$ cat src/rtl/cmd_pkg.sv
`default_nettype none
// ============================================================================
// Package : cmd_pkg
// Brief   : Shared TRS-80 /CMD record constants and saver state encoding.
//           Optional name header states exist only with CMD_SAVER_NAME_EN.
// Revision: 1.0 - initial release
// ============================================================================
package cmd_pkg;

    localparam logic [7:0] CMD_LOAD = 8'h01;
    localparam logic [7:0] CMD_XFER = 8'h02;
    localparam logic [7:0] CMD_NAME = 8'h05;

    typedef enum logic [3:0] {
        IDLE   = 4'd0,
`ifdef CMD_SAVER_NAME_EN
        NAME_T = 4'd1,
        NAME_L = 4'd2,
        NAME_C = 4'd3,
`endif
        LD_T   = 4'd4,
        LD_L   = 4'd5,
        LD_ALO = 4'd6,
        LD_AHI = 4'd7,
        RD     = 4'd8,
        RDW    = 4'd9,
        LD_D   = 4'd10,
        XF_T   = 4'd11,
        XF_L   = 4'd12,
        XF_LO  = 4'd13,
        XF_HI  = 4'd14,
        FIN    = 4'd15
    } state_t;

    // Length byte counts the two address bytes; 256 data bytes wraps to 0x02.
    function automatic logic [7:0] cmd_len_byte(input logic [8:0] n);
        logic [8:0] s;
        s = n + 9'd2;
        return s[7:0];
    endfunction

endpackage
`default_nettype wire

$ cat src/rtl/cmd_saver.sv
`default_nettype none
// ============================================================================
// Module  : cmd_saver
// Brief   : Walks a CPU RAM range and streams a TRS-80 /CMD file (load records
//           plus a transfer record). Define CMD_SAVER_NAME_EN to prepend a
//           6-character name header record.
// Revision: 1.0 - initial release
// ============================================================================
module cmd_saver
    import cmd_pkg::*;
#(
    parameter int BLOCK_MAX = 256,
    parameter int RD_LAT    = 1
) (
    input  logic        clock,
    input  logic        reset,
    input  logic        start,
    input  logic        abort,
    input  logic [15:0] start_addr,
    input  logic [15:0] end_addr,
    input  logic [15:0] exec_addr,
    input  logic [47:0] save_name,
    output logic [15:0] mem_addr,
    output logic        mem_rd,
    input  logic [7:0]  mem_data,
    output logic        out_valid,
    input  logic        out_ready,
    output logic [7:0]  out_data,
    output logic [16:0] out_addr,
    output logic        busy,
    output logic        done,
    output logic        error
);

    localparam logic [16:0] C_BLK = 17'(BLOCK_MAX);
    localparam logic [1:0]  C_LAT = 2'(RD_LAT);

    state_t      r_state;
    state_t      w_state_next;
    logic [16:0] r_ptr;
    logic [16:0] r_end;
    logic [15:0] r_exec;
    logic [8:0]  r_remain;
    logic [7:0]  r_data;
    logic [16:0] r_oaddr;
    logic [1:0]  r_lat;
    logic        r_err;

    logic        w_xfer;
    logic [16:0] w_left;
    logic [8:0]  w_n;
    logic [16:0] w_ptr_inc;

`ifdef CMD_SAVER_NAME_EN
    logic [47:0] r_name;
    logic [2:0]  r_name_idx;
`else
    logic        w_unused_name;
    assign w_unused_name = ^save_name;
`endif

    // Pointer arithmetic is 17-bit so a range ending at 0xFFFF terminates.
    assign w_xfer    = out_valid & out_ready;
    assign w_left    = r_end - r_ptr + 17'd1;
    assign w_n       = (w_left > C_BLK) ? C_BLK[8:0] : w_left[8:0];
    assign w_ptr_inc = r_ptr + 17'd1;

    assign mem_addr = r_ptr[15:0];
    assign out_addr = r_oaddr;
    assign error    = r_err;
    assign busy     = (r_state != IDLE) && (r_state != FIN);
    assign done     = (r_state == FIN) && !abort;

    always_ff @(posedge clock) begin
        if (reset) begin
            r_state <= IDLE;
        end else begin
            r_state <= w_state_next;
        end
    end

    always_comb begin
        w_state_next = r_state;
        out_valid    = 1'b0;
        out_data     = 8'h00;
        mem_rd       = 1'b0;
        case (r_state)
            IDLE: begin
                if (start && (start_addr <= end_addr)) begin
`ifdef CMD_SAVER_NAME_EN
                    w_state_next = NAME_T;
`else
                    w_state_next = LD_T;
`endif
                end
            end
`ifdef CMD_SAVER_NAME_EN
            NAME_T: begin
                out_valid = 1'b1;
                out_data  = CMD_NAME;
                if (w_xfer) w_state_next = NAME_L;
            end
            NAME_L: begin
                out_valid = 1'b1;
                out_data  = 8'h06;
                if (w_xfer) w_state_next = NAME_C;
            end
            NAME_C: begin
                out_valid = 1'b1;
                out_data  = r_name[47:40];
                if (w_xfer && (r_name_idx == 3'd5)) w_state_next = LD_T;
            end
`endif
            LD_T: begin
                out_valid = 1'b1;
                out_data  = CMD_LOAD;
                if (w_xfer) w_state_next = LD_L;
            end
            LD_L: begin
                out_valid = 1'b1;
                out_data  = cmd_len_byte(r_remain);
                if (w_xfer) w_state_next = LD_ALO;
            end
            LD_ALO: begin
                out_valid = 1'b1;
                out_data  = r_ptr[7:0];
                if (w_xfer) w_state_next = LD_AHI;
            end
            LD_AHI: begin
                out_valid = 1'b1;
                out_data  = r_ptr[15:8];
                if (w_xfer) w_state_next = RD;
            end
            RD: begin
                mem_rd       = 1'b1;
                w_state_next = RDW;
            end
            RDW: begin
                if (r_lat == C_LAT) w_state_next = LD_D;
            end
            LD_D: begin
                out_valid = 1'b1;
                out_data  = r_data;
                if (w_xfer) begin
                    if (r_remain == 9'd1) begin
                        w_state_next = (w_ptr_inc <= r_end) ? LD_T : XF_T;
                    end else begin
                        w_state_next = RD;
                    end
                end
            end
            XF_T: begin
                out_valid = 1'b1;
                out_data  = CMD_XFER;
                if (w_xfer) w_state_next = XF_L;
            end
            XF_L: begin
                out_valid = 1'b1;
                out_data  = 8'h02;
                if (w_xfer) w_state_next = XF_LO;
            end
            XF_LO: begin
                out_valid = 1'b1;
                out_data  = r_exec[7:0];
                if (w_xfer) w_state_next = XF_HI;
            end
            XF_HI: begin
                out_valid = 1'b1;
                out_data  = r_exec[15:8];
                if (w_xfer) w_state_next = FIN;
            end
            FIN: begin
                w_state_next = IDLE;
            end
            default: begin
                w_state_next = IDLE;
            end
        endcase
        if (abort && (r_state != IDLE)) begin
            w_state_next = IDLE;
        end
    end

    always_ff @(posedge clock) begin
        if (reset) begin
            r_ptr      <= 17'd0;
            r_end      <= 17'd0;
            r_exec     <= 16'd0;
            r_remain   <= 9'd0;
            r_data     <= 8'h00;
            r_oaddr    <= 17'd0;
            r_lat      <= 2'd0;
            r_err      <= 1'b0;
`ifdef CMD_SAVER_NAME_EN
            r_name     <= 48'd0;
            r_name_idx <= 3'd0;
`endif
        end else begin
            case (r_state)
                IDLE: begin
                    if (start) begin
                        if (start_addr > end_addr) begin
                            r_err <= 1'b1;
                        end else begin
                            r_err      <= 1'b0;
                            r_ptr      <= {1'b0, start_addr};
                            r_end      <= {1'b0, end_addr};
                            r_exec     <= exec_addr;
                            r_oaddr    <= 17'd0;
`ifdef CMD_SAVER_NAME_EN
                            r_name     <= save_name;
                            r_name_idx <= 3'd0;
`endif
                        end
                    end
                end
`ifdef CMD_SAVER_NAME_EN
                NAME_C: begin
                    if (w_xfer) begin
                        r_name     <= {r_name[39:0], 8'h00};
                        r_name_idx <= r_name_idx + 3'd1;
                    end
                end
`endif
                LD_T: begin
                    if (w_xfer) r_remain <= w_n;
                end
                RD: begin
                    r_lat <= 2'd1;
                end
                RDW: begin
                    if (r_lat == C_LAT) begin
                        r_data <= mem_data;
                    end else begin
                        r_lat <= r_lat + 2'd1;
                    end
                end
                LD_D: begin
                    if (w_xfer) begin
                        r_ptr    <= w_ptr_inc;
                        r_remain <= r_remain - 9'd1;
                    end
                end
                default: begin
                end
            endcase
            if (w_xfer) begin
                r_oaddr <= r_oaddr + 17'd1;
            end
        end
    end

endmodule
`default_nettype wire

$ cat config.mk
export PLATFORM = sky130hd
export DESIGN_NAME = cmd_saver
export DESIGN_NICKNAME = d
export VERILOG_FILES = /design/src/rtl/cmd_pkg.sv /design/src/rtl/cmd_saver.sv
export SDC_FILE = /design/constraint.sdc
export NUM_CORES = 1
export LEC_CHECK = 0
export ABC_AREA = 1
export BUFFER_PORTS_ARGS = -buffer_cell sky130_fd_sc_hd__buf_2
export CORE_MARGIN = 2
export CORE_UTILIZATION = 50
export DETAILED_ROUTE_END_ITERATION = 12
export GPL_TIMING_DRIVEN = 0
export PLACE_DENSITY_LB_ADDON = 0.1
export SLEW_MARGIN = 20
export SYNTH_ARGS = -nofsm -noshare
export SYNTH_HDL_FRONTEND = slang
export SYNTH_SLANG_ARGS = --single-unit
export TNS_END_PERCENT = 100
$ cat constraint.sdc
create_clock -name clock -period 2.33 [get_ports clock]
set_input_delay 0.466 -clock clock [delete_from_list [all_inputs] [get_ports clock]]
set_output_delay 0.466 -clock clock [all_outputs]
set_load 0.1 [all_outputs]
Word-level counts from Yosys, hierarchy flattened --
Index checks and enable logic that the tools add are counted.
Operators by class: add/subtract/negate cells 7, magnitude comparators 4, equality and inequality tests 30, mux-type cells 32, bitwise gates (word level) 2, reductions and logical operators 23
Operators by type and width (count):
- 2-to-1 mux 17 bit | 7
- case mux 8 bit (8 select lines) | 1
- 2-to-1 mux 4 bit | 13
- adder 17 x 1 -> 17 bit (second input constant) | 3
- case mux 4 bit (12 select lines) | 1
- case mux 17 bit (2 select lines) | 1
- equality test 4 bit (second input constant) | 8
- != test 2 bit (second input constant) | 15
- 2-to-1 mux 9 bit | 3
- case mux 9 bit (2 select lines) | 1
- > comparator 17 x 9 -> 1 bit (second input constant) | 1
- less-or-equal comparator 17 x 16 -> 1 bit | 1
- subtractor 16 x 17 -> 17 bit | 1
- equality test 4 x 3 -> 1 bit (second input constant) | 4
- > comparator 16 bit | 1
- less-or-equal comparator 16 bit | 1
- AND reduction 11 bit | 1
- nonzero test 2 bit | 5
- equality test 9 x 1 -> 1 bit (second input constant) | 1
- AND reduction 3 bit | 3
- OR reduction 9 bit | 1
- subtractor 9 x 1 -> 9 bit (second input constant) | 1
- adder 8 x 2 -> 8 bit (second input constant) | 1
- AND reduction 2 bit | 3
- 14 further kinds | 20
Word-level totals: bits in registers 90, input port bits 109, output and inout port bits 46, word-level logic and storage cells 107

Depth between registers and ports, before layout --
depth in word-level cells 6, depth in mapped cells 25

Worst setup path before layout --
No wires, ideal clock.
path kind register to output, from register r_state[2], to output port out_data[3], arrival time 3.140 ns, data required time 1.864 ns, path slack -1.276 ns, cell stages (with the launch flop) 7, path buffers 0, cells stage by stage dfxtp_1 -> inv_1 -> nor2_1 -> inv_1 -> nor2_1 -> inv_1 -> o21ai_0
On the way: word-level cells in the longest chain between the ends 3, elaborated cells on any way between the ends 11, those cells by class 9 x eq/ne; 1 x mux; 1 x reduce/logical
RTL lines:
- from (decl) | line cmd_saver.sv:38 | state_t r_state;
- from (signal assigned) | line cmd_saver.sv:78 | r_state <= w_state_next;
- equality test 4 bit | line cmd_saver.sv:87 | case (r_state)
- OR reduction 2 bit (no source line)
- case mux 8 bit (8 select lines) * | line cmd_saver.sv:87
- to (decl) | line cmd_saver.sv:28 | output logic [7:0] out_data,
Every way passes the cells marked *; elsewhere a longest branch is shown, timed or not.

Worst setup path in the final report --
from register r_ptr[1], to register r_remain[2]
On the way: word-level cells in the longest chain between the ends 6
RTL lines:
- from (decl) | line cmd_saver.sv:40 | logic [16:0] r_ptr;
- from (signal assigned) | line cmd_saver.sv:206 | r_ptr <= {1'b0, start_addr};
- from (signal assigned) | line cmd_saver.sv:240 | r_ptr <= w_ptr_inc;
- subtractor 16 x 17 -> 17 bit * | line cmd_saver.sv:64 | assign w_left = r_end - r_ptr + 17'd1;
- adder 17 x 1 -> 17 bit * | line cmd_saver.sv:64
- > comparator 17 x 9 -> 1 bit | line cmd_saver.sv:65 | assign w_n = (w_left > C_BLK) ? C_BLK[8:0] : w_left[8:0];
- 2-to-1 mux 9 bit * | line cmd_saver.sv:65
- 2-to-1 mux 9 bit * | line cmd_saver.sv:226 | if (w_xfer) r_remain <= w_n;
- case mux 9 bit (2 select lines) * | line cmd_saver.sv:199 | case (r_state)
- to (signal assigned) | line cmd_saver.sv:226
- to (signal assigned) | line cmd_saver.sv:241 | r_remain <= r_remain - 9'd1;
- to (decl) | line cmd_saver.sv:43 | logic [8:0] r_remain;
Every way passes the cells marked *; elsewhere a longest branch is shown, timed or not. The select of a mux whose other input is x is not followed. A chain may end at the register's enable or synchronous reset.

==> flow_metrics.env <==
export IMPL_cts_path_max_buffers=2
export IMPL_cts_root_buffer="clkbuf_16"
export IMPL_crit_required_ns=2.62
export IMPL_worst_setup_path_type="flip-flop to flip-flop"
export IMPL_overflow=0
export IMPL_grt_pass1_vias=6855
export IMPL_grt_use_total_pct=29.9
export IMPL_synth_top_area_share_pct=26.2
export IMPL_antenna_cells=0
export IMPL_fin_cells=1377
export IMPL_place_hpwl_um=16700
export IMPL_yosysMostFrequentCell="nand2_1"
export IMPL_end_kind="flip-flop"
export IMPL_setup_ws_ns=-0.417
export IMPL_power_leakage_nw=4.28
export IMPL_max_slew_worst_pin_slew_ns=0.694
export IMPL_die_h_um=121
export IMPL_synth_cells=1047
export IMPL_io_buffers=105
export IMPL_filler_cell_count=1187
export IMPL_ys_seq_area_share_pct=26.2
export IMPL_vias_per_cell=5.45
export IMPL_final_hold_viol_count=0
export IMPL_grt_pass1_wl_um=34000
export IMPL_hp_class="input pin to flip-flop"
export IMPL_finalClockSkew_ns=0.00901
export IMPL_power_w=0.00799
export IMPL_async_flop_share_pct=0
export IMPL_cp_max_fo=8
export IMPL_finalSetupViolations=20
export IMPL_syn_area_um2=6870
export IMPL_clock_fmax_ghz=0.364
export IMPL_io_pins=155
export IMPL_fin_setup_tns_ns=-5.74
export IMPL_yosys_warnings=0
export IMPL_synth_top_cell_by_area="dfxtp_1"
export IMPL_place_inst=1328
export IMPL_ant_nets=0
export IMPL_initial_utilization_pct=51.5
export IMPL_finalCriticalPeriod_ns=2.75
export IMPL_vias=7506
export IMPL_reg2regPathDepth=17
export IMPL_dieArea_um2=14700
export IMPL_cts_tree="built"
export IMPL_whs_path_depth=3
export IMPL_cts_clk_slew_worst_paths_ns=0.07
export IMPL_drt_iter0_drc=694
export IMPL_startpoint_type="flip-flop"
export IMPL_synth_area_top_cells="dfxtp_1 26%, ha_1 13%, nand2_1 10%, inv_1 8.0%, nor2_1 7.3%"
export IMPL_synth_nets=1228
export IMPL_dr_pass1_iters=7
export IMPL_worst_hold_slack_ns=0.355
export IMPL_drc=0
export IMPL_die_w_um=121
export IMPL_slew_limit_headroom_pct=53.7
export IMPL_ir_drop_v=0.000493
export IMPL_ys_ff_latch=90
export IMPL_clk_latency_ns=0.36
export IMPL_clock_sinks=90
export IMPL_ys_types=48
export IMPL_r2r_setup_slack_ns=-0.42
export IMPL_maxSlewViolCount=0
export IMPL_grt_setup_unrepaired="yes"
export IMPL_fin_crit_sh_pct=118
export IMPL_crit_arrival_ns=3.04
export IMPL_area_growth_pct=33.3
export IMPL_power_density_nw_per_um2=872
export IMPL_rows=42
export IMPL_synth_edf_count=0
export IMPL_core_um2=13300
export IMPL_ys_top_cells_by_count="185 x nand2_1, 146 x inv_1, 134 x nor2_1"
export IMPL_htree_levels=3
export IMPL_max_cap_violations=0
export IMPL_violations="setup timing"
export IMPL_antenna_found_initial=0
export IMPL_outcome="finished, violations left"
export IMPL_gp_congestion=0.979
export IMPL_pre_cts_slack_ns=-0.693
export IMPL_hold_buffers=0
export IMPL_synth_ff_type="dfxtp_1"
export IMPL_grt_max_degree=18
export IMPL_numCtsBuffers=9
export IMPL_fin_nets=1377
export IMPL_drive_gt1_share_pct=30.8
export IMPL_syn_avg_cell_area_um2=6.56
export IMPL_wl_um=22500
export IMPL_drt_wirelength_per_cell_um=16.3
-- layout make-up --
type	count	area (um^2)	area share (%)
inverter	157	618	6.75
timing repair inverter	1	5.00	0.0546
sequential	90	1860	20.3
buffer	43	299	3.26
timing repair buffer	139	883	9.64
multi-input combinational	755	4980	54.4
tap	176	220	2.40
clock inverter	6	55.1	0.601
clock buffer	10	239	2.61
-- report_power, final --
group / internal, W / leakage [nW] / switching, W
logic: 0.00162 / 3.39 / 0.00291
clock network: 0.000774 / 0.146 / 0.000699
registers: 0.00174 / 0.748 / 0.000252
-- timing repair --
action / in CTS / in global routing
cloned: 0 / 1
setup buffers: 20 / 14
gates resized for setup: 106 / 118
endpoints found under the setup margin: 56 / 75
pin swaps: 25 / 35
-- logic make-up after synthesis --
| group | Yosys count | synth area share [%] |
|---|---|---|
| adders and majority gates | 72 | 13.2 |
| xor gates and xnor gates | 19 | 2.42 |
| AOI/OAI and AO/OA | 239 | 19.1 |
| and+or+nand+nor | 425 | 26.9 |
| buffers and inverters | 202 | 12.2 |
| DFF | 90 | 26.2 |
-- sequential cells by signal, indices dropped and copies added, names as in the netlist --
register and cells:
r_state 4, r_lat 2, r_end 16, out_addr 17
r_data 8, error 1, r_remain 9, r_ptr 17
r_exec 16
-- stage by stage --
stage          cell area, um^2  utilization [%]
3_3_place_gp              7740             58.0
2_1_floorplan             7000                -
6_report                  9160             68.6
3_5_place_dp              7740             58.0
4_1_cts                   8560             64.1
5_1_grt                   9160             68.6
-- cells in the final DEF (no fill, tap or decap), types with 7 or more instances in the layout --
| cell | instances |
|---|---|
| nand2_1 | 159 |
| inv_1 | 131 |
| nor2_1 | 119 |
| buf_2 | 99 |
| o21ai_0 | 85 |
| a21oi_1 | 78 |
| dfxtp_1 | 66 |
| ha_1 | 53 |
| buf_4 | 50 |
| nand3_1 | 39 |
| nand2_2 | 24 |
| o21ai_1 | 20 |
| inv_2 | 16 |
| nor2_4 | 15 |
| ha_4 | 14 |
| a21oi_2 | 13 |
| nand3_2 | 12 |
| clkbuf_1 | 12 |
| dfxtp_2 | 12 |
| dfxtp_4 | 12 |
| xor2_1 | 11 |
| nand4_1 | 11 |
| clkbuf_16 | 10 |
| buf_6 | 9 |
| nor2_2 | 7 |
-- per-layer routing --
layer	up-vias	routed length [um]	part of all wire, %	track usage (%)
li1	3717	-	-	-
met1	3459	9720	43	39.9
met2	292	10700	47	49.5
met3	38	1600	7.1	5.69
met4	0	478	2.1	7.97
met5	-	0	0	0
-- final timing paths --
path / start / endpoint
setup reg to reg: r_ptr[1] / r_remain[2]
hold reg to reg: r_data[5] / r_data[5]
hold / removal: exec_addr[4] / r_exec[4]
setup / recovery: r_ptr[1] / r_remain[2]
-- worst max-delay path, cell delays in order, from the launching register on --
cell	delay, ns
dfxtp_4	0.41
ha_4	0.21
inv_2	0.06
ha_4	0.12
inv_2	0.04
fa_2	0.38
nand3b_1	0.18
nand2_2	0.09
buf_6	0.10
buf_6	0.08
xor2_2	0.06
nor2_1	0.10
nand4_1	0.11
nand2_1	0.09
nand3_2	0.08
nor2_4	0.27
nand3_1	0.14
a21oi_1	0.14
(Power assumes the default switching activity.)
